File: src/rtl/dzielnik_programowalny.sv
// Runtime-programmable clock divider / SCLK generator with free-run and burst modes.
// Produces a registered divided clock plus aligned rise/fall strobes and a burst-done pulse.
module dzielnik_programowalny #(
    parameter int CNT_W = 16,
    parameter int CYC_W = 8
) (
    input  logic             in_clock,
    input  logic             in_reset_n,
    input  logic [CNT_W-1:0] in_half_period,
    input  logic             in_mode,
    input  logic             in_enable,
    input  logic             in_start,
    input  logic [CYC_W-1:0] in_cycles,
    input  logic             in_cpol,
    output logic             out_clock,
    output logic             out_rise,
    output logic             out_fall,
    output logic             out_busy,
    output logic             out_done
);

    typedef enum logic [1:0] {
        ST_IDLE  = 2'd0,
        ST_FREE  = 2'd1,
        ST_BURST = 2'd2
    } state_e;

    state_e             state_q, state_d;
    logic [CNT_W-1:0]   cnt_q, cnt_d;
    logic [CNT_W-1:0]   half_q, half_d;
    logic [CYC_W:0]     edges_q, edges_d;
    logic               cpol_q, cpol_d;
    logic               clk_q, clk_d;
    logic               rise_q, rise_d;
    logic               fall_q, fall_d;
    logic               busy_q, busy_d;
    logic               done_q, done_d;

    logic [CNT_W-1:0]   half_in;
    logic               last_cnt;

    // A programmed half-period of 0 behaves exactly like 1.
    assign half_in  = (in_half_period == '0) ? CNT_W'(1) : in_half_period;
    assign last_cnt = (cnt_q == half_q - CNT_W'(1));

    always_comb begin
        // NOTE: every signal gets a default first so no path through the case leaves it unassigned (no latch).
        state_d = state_q;
        cnt_d   = cnt_q;
        half_d  = half_q;
        edges_d = edges_q;
        cpol_d  = cpol_q;
        clk_d   = clk_q;
        rise_d  = 1'b0;
        fall_d  = 1'b0;
        done_d  = 1'b0;

        unique case (state_q)
            ST_IDLE: begin
                cnt_d  = '0;
                clk_d  = in_cpol;
                cpol_d = in_cpol;
                if (!in_mode && in_enable) begin
                    state_d = ST_FREE;
                    half_d  = half_in;
                end else if (in_mode && in_start) begin
                    if (in_cycles != '0) begin
                        state_d = ST_BURST;
                        half_d  = half_in;
                        edges_d = {in_cycles, 1'b0};
                    end else begin
                        done_d = 1'b1;
                    end
                end
            end

            ST_FREE: begin
                // Stopping only happens at the idle level, so the last half-period is never cut short.
                if (!in_enable && (clk_q == in_cpol)) begin
                    state_d = ST_IDLE;
                    cnt_d   = '0;
                    clk_d   = in_cpol;
                end else if (last_cnt) begin
                    cnt_d  = '0;
                    clk_d  = ~clk_q;
                    rise_d = ~clk_q;
                    fall_d = clk_q;
                    half_d = half_in;
                end else begin
                    cnt_d = cnt_q + CNT_W'(1);
                end
            end

            ST_BURST: begin
                if (last_cnt) begin
                    cnt_d   = '0;
                    clk_d   = ~clk_q;
                    rise_d  = ~clk_q;
                    fall_d  = clk_q;
                    edges_d = edges_q - (CYC_W+1)'(1);
                    if (edges_q == (CYC_W+1)'(1)) begin
                        state_d = ST_IDLE;
                        done_d  = 1'b1;
                    end
                end else begin
                    cnt_d = cnt_q + CNT_W'(1);
                end
            end

            default: begin
                state_d = ST_IDLE;
                cnt_d   = '0;
            end
        endcase

        busy_d = (state_d != ST_IDLE);
    end

    // NOTE: sequential state uses non-blocking assignments so all flops update together on the edge.
    always_ff @(posedge in_clock or negedge in_reset_n) begin
        if (!in_reset_n) begin
            state_q <= ST_IDLE;
            cnt_q   <= '0;
            half_q  <= CNT_W'(1);
            edges_q <= '0;
            cpol_q  <= 1'b0;
            clk_q   <= 1'b0;
            rise_q  <= 1'b0;
            fall_q  <= 1'b0;
            busy_q  <= 1'b0;
            done_q  <= 1'b0;
        end else begin
            state_q <= state_d;
            cnt_q   <= cnt_d;
            half_q  <= half_d;
            edges_q <= edges_d;
            cpol_q  <= cpol_d;
            clk_q   <= clk_d;
            rise_q  <= rise_d;
            fall_q  <= fall_d;
            busy_q  <= busy_d;
            done_q  <= done_d;
        end
    end

    assign out_clock = clk_q;
    assign out_rise  = rise_q;
    assign out_fall  = fall_q;
    assign out_busy  = busy_q;
    assign out_done  = done_q;

endmodule

File: config.mk
export PLATFORM = sky130hd
export DESIGN_NAME = dzielnik_programowalny
export DESIGN_NICKNAME = d
export VERILOG_FILES = /design/src/rtl/dzielnik_programowalny.sv
export SDC_FILE = /design/constraint.sdc
export NUM_CORES = 1
export LEC_CHECK = 0
export CORE_ASPECT_RATIO = 1.75
export CORE_MARGIN = 4
export CORE_UTILIZATION = 60
export DETAILED_ROUTE_END_ITERATION = 8
export PLACE_DENSITY_LB_ADDON = 0.1
export SYNTH_ARGS = -nofsm -noshare
export SYNTH_HDL_FRONTEND = slang
export SYNTH_SLANG_ARGS = --single-unit
File: constraint.sdc
create_clock -name in_clock -period 6.7 [get_ports in_clock]
set_input_delay 1.675 -clock in_clock [delete_from_list [all_inputs] [get_ports in_clock]]
set_output_delay 1.675 -clock in_clock [all_outputs]
set_load 0.05 [all_outputs]
==> summary.md, run 1 <==
| Metric | Value |
|---|---|
| Per-cell routed wire length | 17.6 µm |
| Critical Path Start Type | flip-flop |
| Number of sinks on the clock net | 48 |
| Die outline height | between 100 and 150 µm |
| Placement Rows | 34 |
| Die footprint | 6520 µm² |
| Combinational share of power | 49.2% |
| Total nets after synthesis | 377 |
| Type of element capturing the critical path | flip-flop |
| Critical path class | flip-flop to flip-flop |
| Cell leakage power | around 1.5 nW |
| Most numerous cell in the Yosys netlist | sky130_fd_sc_hd__dfrtp_1 |
| Via Count | 2,609 |
| CTS tree | yes |
| Area leader, netlist | sky130_fd_sc_hd__dfrtp_1 |
| Max transition margin | between 20% and 30% |
| Worst clock skew | between 9 and 10 ps |
| Buffers inserted by post-CTS timing repair | 0 |
| Number of max-cap violations | 0 |
| Worst-case setup slack after placement | about 2500 ps |
| Post-CTS resize count | 0 |
| # diodes | 0 |
| Share of async-settable or async-resettable flops after synthesis | 100% |
| Overall fraction of global-route tracks in use | 23.9% |
| Pin count of the biggest net entering global routing | 49 |
| Clock share of power | 13.0% |
| Top area cells in the synthesized netlist | sky130_fd_sc_hd__dfrtp_1, sky130_fd_sc_hd__xnor2_1, sky130_fd_sc_hd__xor2_1 |
| Post-Syn Instances | 337 |
| Growth of design area from synthesis to finish | 13.3% |
| Worst vdd rail ir drop | 0.000220 V |
| Achievable Freq | approximately 0.26 GHz |
| Top_reg_cell synth | sky130_fd_sc_hd__dfrtp_1 |
| Fraction of final layout cells sized beyond drive strength 1 | 8.22% |
| Worst setup slack for register-to-register paths | around 2800 ps |
| Fraction of post-synthesis cell area in the top cell type by area | 37.4% |
| Number of design rule violations left after detail routing | 0 |
| Routability Congestion | 0.954 |
| Startpoint of the lowest-slack hold path | half_q[0] |
| Overall power after layout | 1.37 mW |
| First DRT Iteration DRCs | 133 |
| P_sw | 597 µW |
| Clock latency at the later pin of the worst-skew pair | 300 ps |
| Run status | finished, final reports clean |
| Reg2Reg Depth | 8 |
| Global-route wire length before repair | 12.6 mm |
| Clock-pin transition on the worst setup and hold timing paths | 90 ps |
| WP data arrival | 4040 ps |
| Largest fanout on the critical path | 16 |
| Final Setup Violations | 0 |
| Post-DRT Antenna Nets | 0 |
| Most frequent cells after synthesis | sky130_fd_sc_hd__dfrtp_1, sky130_fd_sc_hd__nor2_1, sky130_fd_sc_hd__nand3_1, sky130_fd_sc_hd__xnor2_1, sky130_fd_sc_hd__a21oi_1 |
| Time the worst path needs with I/O delays and setup | 3860 ps |
| First drt pass iteration count | 4 |
| Placeable core area | roughly 5000 µm² |
| Remaining global-route overflow | 0 |
| Sum of net half-perimeters after detailed placement | 5.71 mm |
| Number of flip-flops and latches in the synthesized netlist | 48 |
| Final max-slew violation count | 0 |
| Cells after DPL | 411 |
| Internal portion of total power | 777 µW |
| Hold Path Class | flip-flop to flip-flop |
| Quantity of I/O buffers inserted on ports | 34 |
| Total negative setup slack | 0 ps |
| Final cell count without fillers | 419 |
| Post-Syn Area | 3150 µm² |
| Final setup margin | around 2800 ps |
| Boundary pin count | 35 |
| Hold violation total from the final report | 0 |
| Hold-fix buffers, CTS | 0 |
| Number of H-tree levels | 2 |
| Final cycle utilization of the critical path | between 50% and 60% |
| Count of flip-flops with a built-in enable after synthesis | 0 |
| Required time at the worst-slack endpoint | 6880 ps |
| Overall routed net length | 7.39 mm |
| Starting density of the core | between 60% and 70% |
| Root buffer selected by CTS | sky130_fd_sc_hd__clkbuf_8 |
| Number of warnings reported in the yosys synthesis log | 0 |
| Sw frac | 43.4% |
| Sequential group share of total power | a little under two fifths |
| Initial antenna violation count | 0 |
| Unrepaired setup endpoints after global routing | no |
| Hold Crit Depth | 2 |
| End point of the worst hold path | half_q[0] |
| Vias in the first global route | roughly 2,800 |
| TritonCTS Buffers | 5 |
| Via density per instance | 6.23 |
| Count of unique library cells instantiated by Yosys | between 50 and 60 |
| Fill cells | between 400 and 500 |
| Reg2reg start | half_q[4] |
| Worst r2r dst | half_q[8] |
| Post-synthesis area per instance | approximately 9.3 µm² |
| Power density over the cells | slightly below 400 nW/µm² |
| Transition time at the pin with the least slew margin | 1050 ps |
| Proportion of synthesized chip area in sequential cells | 38.2% |
| Die X | approximately 63 µm |
| Number of nets at the end of the flow | 404 |
| Maximum count of clock buffers along a single path | 2 |
how the worst max path moves through the flow:
| stage | cells past startpoint | start | slack (ps) | to |
|---|---|---|---|---|
| 5_1_grt | 8 | half_q[4] | 2600 | half_q[8] |
| 2_1_floorplan | 7 | in_cycles[4] | 3240 | edges_q[8] |
| 6_report | 8 | half_q[4] | 2840 | half_q[8] |
| 3_3_place_gp | 8 | in_cycles[5] | 2610 | edges_q[8] |
| 4_1_cts | 8 | half_q[4] | 2840 | half_q[8] |
| 3_5_place_dp | 8 | in_cycles[4] | 2550 | edges_q[8] |
per-layer routing:
layer / part of all wire (%) / vias to the layer above / global-route usage [%]
met5: 0 / - / 0
met4: 3.3 / 0 / 11.7
met3: 2.8 / 19 / 2.49
met2: 57 / 61 / 45.9
met1: 37 / 1265 / 24.9
li1: - / 1264 / -
stage by stage:
stage          area [µm²]  hold WS, ps  util [%]
2_1_floorplan        3150          486         -
3_3_place_gp         3470          524      69.2
3_5_place_dp         3470          519      69.2
4_1_cts              3570          534      71.0
5_1_grt              3570          577      71.0
6_report             3570          531      71.0
worst max-delay path, cell delays in order (launching register included):
cell                      delay [ps]
sky130_fd_sc_hd__dfrtp_1         500
sky130_fd_sc_hd__or4_1           670
sky130_fd_sc_hd__or3_1           420
sky130_fd_sc_hd__a31oi_1         180
sky130_fd_sc_hd__o22ai_1         150
sky130_fd_sc_hd__nor4_4          540
sky130_fd_sc_hd__a32oi_1         290
sky130_fd_sc_hd__a21oi_4         590
sky130_fd_sc_hd__mux2_2          400
cell usage in the layout (no fill, tap or decap), types with 5 or more instances in the layout:
master and n:
sky130_fd_sc_hd__inv_1 17, sky130_fd_sc_hd__nand2_1 16, sky130_fd_sc_hd__o22ai_1 5, sky130_fd_sc_hd__ha_1 10, sky130_fd_sc_hd__dfrtp_1 47, sky130_fd_sc_hd__nor2b_1 6, sky130_fd_sc_hd__nor3_1 8, sky130_fd_sc_hd__mux2_4 9
sky130_fd_sc_hd__xnor2_1 19, sky130_fd_sc_hd__nor4_1 10, sky130_fd_sc_hd__nor2_1 33, sky130_fd_sc_hd__clkbuf_8 6, sky130_fd_sc_hd__o21ai_0 16, sky130_fd_sc_hd__a21oi_1 18, sky130_fd_sc_hd__mux2i_1 7, sky130_fd_sc_hd__clkdlybuf4s50_1 33
sky130_fd_sc_hd__nand4_1 5, sky130_fd_sc_hd__nand3_1 22, sky130_fd_sc_hd__and3_1 5, sky130_fd_sc_hd__xor2_1 16, sky130_fd_sc_hd__mux2_2 7
cell type report:
class                      count  area, µm²  area share, %
tap                           54       67.6           1.89
clock inverter                 1       7.51          0.211
clock buffer                   7       86.3           2.42
inverter                      17       63.8           1.79
sequential                    48       1200           33.7
timing repair buffer          34        335           9.40
multi-input combinational    258       1800           50.6
flip-flops by register name, summed over array words and instances (netlist names):
signal     flops
out_rise       1
out_done       1
out_clock      1
half_q        16
edges_q        9
state_q        2
out_busy       1
out_fall       1
cnt_q         16
power groups by stage:
stage / Sequential, mW / Combinational (mW) / Clock, mW
floorplan: 0.486 / 0.560 / 0
global placement: 0.521 / 0.661 / 0
detailed placement: 0.522 / 0.672 / 0
CTS: 0.518 / 0.676 / 0.184
global route: 0.537 / 0.750 / 0.197
finish: 0.519 / 0.676 / 0.179
kinds of logic after synthesis:
| group | synth area share [%] |
|---|---|
| muxes | 9.02 |
| adders and majority gates | 3.97 |
| AOI/OAI and AO/OA | 13.3 |
| and+or+nand+nor | 21.3 |
| DFF | 38.2 |
| buffers and inverters | 4.53 |
| xor gates and xnor gates | 9.74 |
Note: power is estimated with default switching activity, not from simulation.
==> inputs of run 2 (changes only) <==
Settings changed: CORE_UTILIZATION 60 to 51.
Clock period 6.7 ns to 3.2 ns, I/O delays scaled along.
==> run 2 against run 1 <==
Core utilization shrank 6.7 points. Flip-flop and latch count unchanged. Clock-buffer cell count shrank 1. First-iteration DRC count increased by 37%. Via count grew 2.8%. Setup slack lost 2600 ps. Critical path depth is 2 higher. Critical endpoint is now edges_q[5]. Power rose by 130%. Combinational power grew to 2.5 times the previous value. Maximum frequency up 30%.
==> summary.md, run 2 (same netlist as run 1, synthesis figures left out) <==
| Metric | Value |
|---|---|
| Number of design rule violations left after detail routing | 0 |
| Die footprint | 7540 µm² |
| Reg2Reg Depth | 10 |
| Max transition margin | a little over half |
| Hold Path Class | input pin to async pin |
| Run status | finished, final reports clean |
| Sum of net half-perimeters after detailed placement | 6.15 mm |
| Hold-fix buffers, CTS | 0 |
| Critical path class | flip-flop to flip-flop |
| Type of element capturing the critical path | flip-flop |
| Fill cells | about 530 |
| Clock latency at the later pin of the worst-skew pair | 310 ps |
| Required time at the worst-slack endpoint | 3370 ps |
| First DRT Iteration DRCs | 182 |
| Die X | 67.4 µm |
| Post-DRT Antenna Nets | 0 |
| Total negative setup slack | 0 ps |
| Initial antenna violation count | 0 |
| Most frequent standard cell in the layout excluding fill and tap cells | sky130_fd_sc_hd__dfrtp_1 |
| Number of max-cap violations | 0 |
| Final cycle utilization of the critical path | 92.7% |
| Cells after DPL | 455 |
| Post-CTS resize count | 0 |
| Cell leakage power | 1.58 nW |
| Pin count of the biggest net entering global routing | 31 |
| Quantity of I/O buffers inserted on ports | 34 |
| Largest fanout on the critical path | 8 |
| Worst vdd rail ir drop | roughly 0.00040 V |
| Growth of design area from synthesis to finish | 21.1% |
| Remaining global-route overflow | 0 |
| Final Hold Slack | ~530 ps |
| Number of nets at the end of the flow | between 400 and 500 |
| Number of sinks on the clock net | 48 |
| First drt pass iteration count | 4 |
| Clock-pin transition on the worst setup and hold timing paths | 90 ps |
| Global-route wire length before repair | 13.4 mm |
| Worst clock skew | 7.38 ps |
| Starting density of the core | between 50% and 60% |
| Biggest registers after layout | cnt_q (16), half_q (16), edges_q (9) |
| Placement Rows | 37 |
| Fraction of final layout cells sized beyond drive strength 1 | 14.0% |
| Overall fraction of global-route tracks in use | 23.4% |
| Unrepaired setup endpoints after global routing | no |
| Via density per instance | 5.79 |
| TritonCTS Buffers | 5 |
| Most frequent cells in the layout | sky130_fd_sc_hd__dfrtp_1, sky130_fd_sc_hd__nor2_1, sky130_fd_sc_hd__clkdlybuf4s50_1, sky130_fd_sc_hd__nand3_1, sky130_fd_sc_hd__xnor2_1 |
| Multi-input gate area in the final layout | 1830 µm² |
| Per-cell routed wire length | 17.3 µm |
| Power density over the cells | 830 nW/µm² |
| Transition time at the pin with the least slew margin | 699 ps |
| Via Count | 2,682 |
| Achievable Freq | 0.337 GHz |
| Reg2reg start | half_q[3] |
| Worst setup slack for register-to-register paths | 230 ps |
| Storage cell area | 1200 µm² |
| Number of H-tree levels | 2 |
| Buffers inserted by post-CTS timing repair | 0 |
| Root buffer selected by CTS | sky130_fd_sc_hd__clkbuf_8 |
| Final cell count without fillers | 463 |
| Final max-slew violation count | 0 |
| Vias in the first global route | 2,851 |
| Die outline height | 112 µm |
| Boundary pin count | 35 |
| WP data arrival | 3130 ps |
| # diodes | 0 |
| Overall routed net length | 8.01 mm |
| Placeable core area | between 5000 and 6000 µm² |
| Routability Congestion | 0.903 |
| Worst r2r dst | edges_q[5] |
| Hold violation total from the final report | 0 |
| CTS tree | yes |
| Time the worst path needs with I/O delays and setup | 2970 ps |
| Overall power after layout | 3.16 mW |
| Maximum count of clock buffers along a single path | 2 |
| Critical Path Start Type | flip-flop |
| Final Setup Violations | 0 |
## run 2: critical path: stages, from the launching register on
cell	delay (ps)
sky130_fd_sc_hd__dfrtp_1	400
sky130_fd_sc_hd__or4_4	580
sky130_fd_sc_hd__or3_1	390
sky130_fd_sc_hd__a31oi_1	190
sky130_fd_sc_hd__o22ai_1	140
sky130_fd_sc_hd__nor4_4	270
sky130_fd_sc_hd__buf_12	160
sky130_fd_sc_hd__and2_1	200
sky130_fd_sc_hd__buf_4	180
sky130_fd_sc_hd__mux2i_1	180
sky130_fd_sc_hd__o221ai_1	140
## run 2: how the worst max path moves through the flow
| stage | from | to | cells after the start |
|---|---|---|---|
| 6_report | half_q[3] | edges_q[5] | 10 |
| 4_1_cts | half_q[3] | out_clock | 11 |
| 5_1_grt | half_q[0] | edges_q[5] | 12 |
| 3_5_place_dp | half_q[3] | half_q[5] | 9 |
| 2_1_floorplan | half_q[4] | half_q[10] | 11 |
| 3_3_place_gp | half_q[3] | half_q[7] | 9 |
## run 2: per-layer routing
metal | wire, µm | up-vias | track usage (%)
met5 | 0 | - | 0
met4 | 212 | 0 | 9.62
met3 | 196 | 17 | 3.23
met2 | 4680 | 54 | 43.6
met1 | 2920 | 1308 | 25.0
li1 | - | 1303 | -
## run 2: cell type report
class / count / area share, %
inverter: 17 / 1.67
tap: 78 / 2.56
clock inverter: 2 / 0.919
multi-input combinational: 258 / 48.0
clock buffer: 6 / 1.90
sequential: 48 / 31.5
timing repair buffer: 54 / 13.4
## run 2: stage by stage
step | setup slack, ps | utilization (%) | instance area, µm²
finish | 232 | 64.4 | 3810
global route | 49.5 | 64.4 | 3810
CTS | 116 | 64.1 | 3800
detailed placement | 145 | 62.3 | 3690
global placement | 219 | 62.3 | 3690
floorplan | 18.9 | - | 3160
## run 2: power breakdown
part           switching [mW]  internal (mW)
logic                   0.915          0.797
registers               0.212          0.800
clock network           0.208          0.232
total                    1.34           1.83
==> inputs of run 3 (changes only) <==
Settings changed: CELL_PAD_IN_SITES_DETAIL_PLACEMENT set to 1, CELL_PAD_IN_SITES_GLOBAL_PLACEMENT set to 2, CORE_UTILIZATION 51 to 32.
==> run 3 against run 2 <==
Clock-buffer cell count up 2. Flip-flop and latch count unchanged. Sequential power about the same. Hold slack better by 18 ps. Register-to-register slack worse by 110 ps. Critical endpoint is now half_q[5].
==> summary.md, run 3 (same netlist as run 1, synthesis figures left out) <==
| Metric | Value |
|---|---|
| Number of nets at the end of the flow | between 400 and 500 |
| Unrepaired setup endpoints after global routing | no |
| Family of cells with the greatest summed delay on the critical path | compound AO/OA/AOI/OAI gates |
| Number of max-cap violations | 0 |
| Final Setup Violations | 0 |
| Number of sinks on the clock net | 48 |
| Max transition margin | 31.5% |
| Cell-by-cell trace of the critical path | inv_1 > ha_1 > xor2_1 > o311ai_0 > a31oi_1 > nand3_1 > nor4_4 > buf_4 > a32oi_2 > a21oi_4 > buf_12 > mux2_2 |
| Time the worst path needs with I/O delays and setup | 3080 ps |
| Via Count | 2,740 |
| Per-cell routed wire length | 18.6 µm |
| Run status | finished, final reports clean |
| Worst vdd rail ir drop | between 0.0002 and 0.0003 V |
| Clock latency at the later pin of the worst-skew pair | about 290 ps |
| Reg2reg start | half_q[0] |
| Worst r2r dst | half_q[5] |
| Hold-fix buffers, CTS | 0 |
| Critical path class | flip-flop to flip-flop |
| Global-route wire length before repair | approximately 16 mm |
| Largest stage delay, worst path | 570 ps |
| Quantity of I/O buffers inserted on ports | 34 |
| Internal portion of total power | 1.95 mW |
| Routability Congestion | 0.796 |
| Reg2Reg Depth | 12 |
| Largest fanout on the critical path | 16 |
| Overall fraction of global-route tracks in use | 17.2% |
| Startpoint of the lowest-slack hold path | half_q[0] |
| Final Hold Slack | 550 ps |
| Sum of net half-perimeters after detailed placement | 7.66 mm |
| Buffering stage count on the worst path with inverters included | 3 |
| Sw frac | 41.7% |
| Path length in cells of the critical path | 12 |
| Sequential group share of total power | 30.0% |
| Achievable Freq | 0.325 GHz |
| Boundary pin count | 35 |
| P_sw | ~1.4 mW |
| Vias in the first global route | approximately 3,100 |
| Remaining global-route overflow | 0 |
| Type of element capturing the critical path | flip-flop |
| Worst clock skew | 4.96 ps |
| Fraction of final layout cells sized beyond drive strength 1 | 15.3% |
| First DRT Iteration DRCs | just over 90 |
| Combinational share of power | a little over half |
| Die footprint | 11,600 µm² |
| Via density per instance | 5.33 |
| Hold Crit Depth | 2 |
| TritonCTS Buffers | 5 |
| First drt pass iteration count | 4 |
| Growth of design area from synthesis to finish | 25.5% |
| Root buffer selected by CTS | sky130_fd_sc_hd__clkbuf_16 |
| Placeable core area | 9530 µm² |
| Post-DRT Antenna Nets | 0 |
| Initial antenna violation count | 0 |
| Maximum count of clock buffers along a single path | 2 |
| Clock-pin transition on the worst setup and hold timing paths | around 60 ps |
| Fill cells | around 1,100 |
| Most frequent cells in the layout | sky130_fd_sc_hd__dfrtp_1, sky130_fd_sc_hd__nor2_1, sky130_fd_sc_hd__clkdlybuf4s50_1, sky130_fd_sc_hd__buf_4, sky130_fd_sc_hd__nand3_1 |
| Critical Path Start Type | flip-flop |
| End point of the worst hold path | half_q[0] |
| Power density over the cells | 849 nW/µm² |
| Number of design rule violations left after detail routing | 0 |
| Die outline height | 139 µm |
| Final cycle utilization of the critical path | 96.1% |
| Transition time at the pin with the least slew margin | roughly 1000 ps |
| Biggest registers after layout | cnt_q (16), half_q (16), edges_q (9) |
| Required time at the worst-slack endpoint | 3370 ps |
| Worst setup slack for register-to-register paths | 120 ps |
| Pin count of the biggest net entering global routing | 43 |
| Starting density of the core | 33.0% |
| Cell leakage power | around 1.6 nW |
| Number of H-tree levels | 2 |
| Placement Rows | 47 |
| Clock share of power | ~16% |
| Hold Path Class | flip-flop to flip-flop |
| Hold violation total from the final report | 0 |
| Overall routed net length | ~9.5 mm |
| Most frequent standard cell in the layout excluding fill and tap cells | sky130_fd_sc_hd__dfrtp_1 |
| WP data arrival | 3250 ps |
| # diodes | 0 |
| CTS tree | yes |
| Final max-slew violation count | 0 |
| Die X | 83.0 µm |
| Critical-path top delay cell | sky130_fd_sc_hd__dfstp_2 |
| Total negative setup slack | 0 ps |
run 3: cell count changes in the layout (fill, tap and decap cells not counted):
cell / previous run / this run
sky130_fd_sc_hd__buf_4: 18 / 25
sky130_fd_sc_hd__clkbuf_16: 0 / 5
sky130_fd_sc_hd__clkbuf_8: 5 / 1
sky130_fd_sc_hd__a21boi_0: 1 / 2
sky130_fd_sc_hd__a21boi_1: 1 / 0
sky130_fd_sc_hd__and2_1: 4 / 3
sky130_fd_sc_hd__and2_4: 0 / 1
sky130_fd_sc_hd__bufinv_16: 1 / 0
sky130_fd_sc_hd__clkbuf_1: 1 / 2
sky130_fd_sc_hd__clkinv_2: 1 / 0
sky130_fd_sc_hd__nand2b_1: 2 / 3
sky130_fd_sc_hd__nand2b_2: 1 / 0
sky130_fd_sc_hd__nor4_2: 1 / 2
sky130_fd_sc_hd__nor4_4: 2 / 1
run 3: worst max-delay path by stage:
stage                    from         end  slack, ps
CTS                 half_q[3]  edges_q[5]          3
detailed placement  half_q[3]  edges_q[5]          6
floorplan           half_q[4]  half_q[10]         20
finish              half_q[0]   half_q[5]        120
global route        half_q[0]   half_q[5]          2
global placement    half_q[3]   out_clock        130
run 3: worst min-delay path: cells and delay by family, from the launching register on:
family / cells / cell delay [ps]
DFF: 1 / 390
muxes: 1 / 70
buffers and inverters: 1 / 80
run 3: final cells by class:
cell class	count	area (µm²)	area share (%)
multi-input combinational	258	1820	46.1
timing repair buffer	61	563	14.2
tap	122	153	3.86
clock buffer	8	146	3.70
inverter	17	63.8	1.61
sequential	48	1200	30.4
run 3: per-layer routing:
metal	global-route usage, %	wire length, µm	up-vias
met5	0	0	-
met4	8.01	345	0
met3	1.95	152	25
met2	35.9	5790	42
met1	15.8	3250	1357
li1	-	-	1316
run 3: power by group through the flow:
stage	Sequential [mW]	Combinational [mW]	Clock, mW
after floorplan	1.02	1.18	0
after global placement	1.01	1.79	0
after detailed placement	1.02	1.81	0
after CTS	1.01	1.82	0.561
after global routing	1.04	1.98	0.588
final	1.01	1.80	0.543
run 3: stage by stage:
step / worst slack [ps] / util, % / std cells / power, mW / cell area, µm²
3_3_place_gp: 132 / 39.8 / 505 / 2.80 / 3790
3_5_place_dp: 6.42 / 39.8 / 505 / 2.83 / 3790
5_1_grt: 1.66 / 41.5 / 514 / 3.60 / 3950
6_report: 125 / 41.5 / 514 / 3.35 / 3950
2_1_floorplan: 18.9 / - / 337 / 2.20 / 3160
4_1_cts: 3.23 / 41.3 / 513 / 3.39 / 3940
run 3: repair_timing:
action | 4_1_cts | 5_1_grt
setup endpoints to repair | 0 | 33
setup buffers | 0 | 1
gates resized for setup | 0 | 2
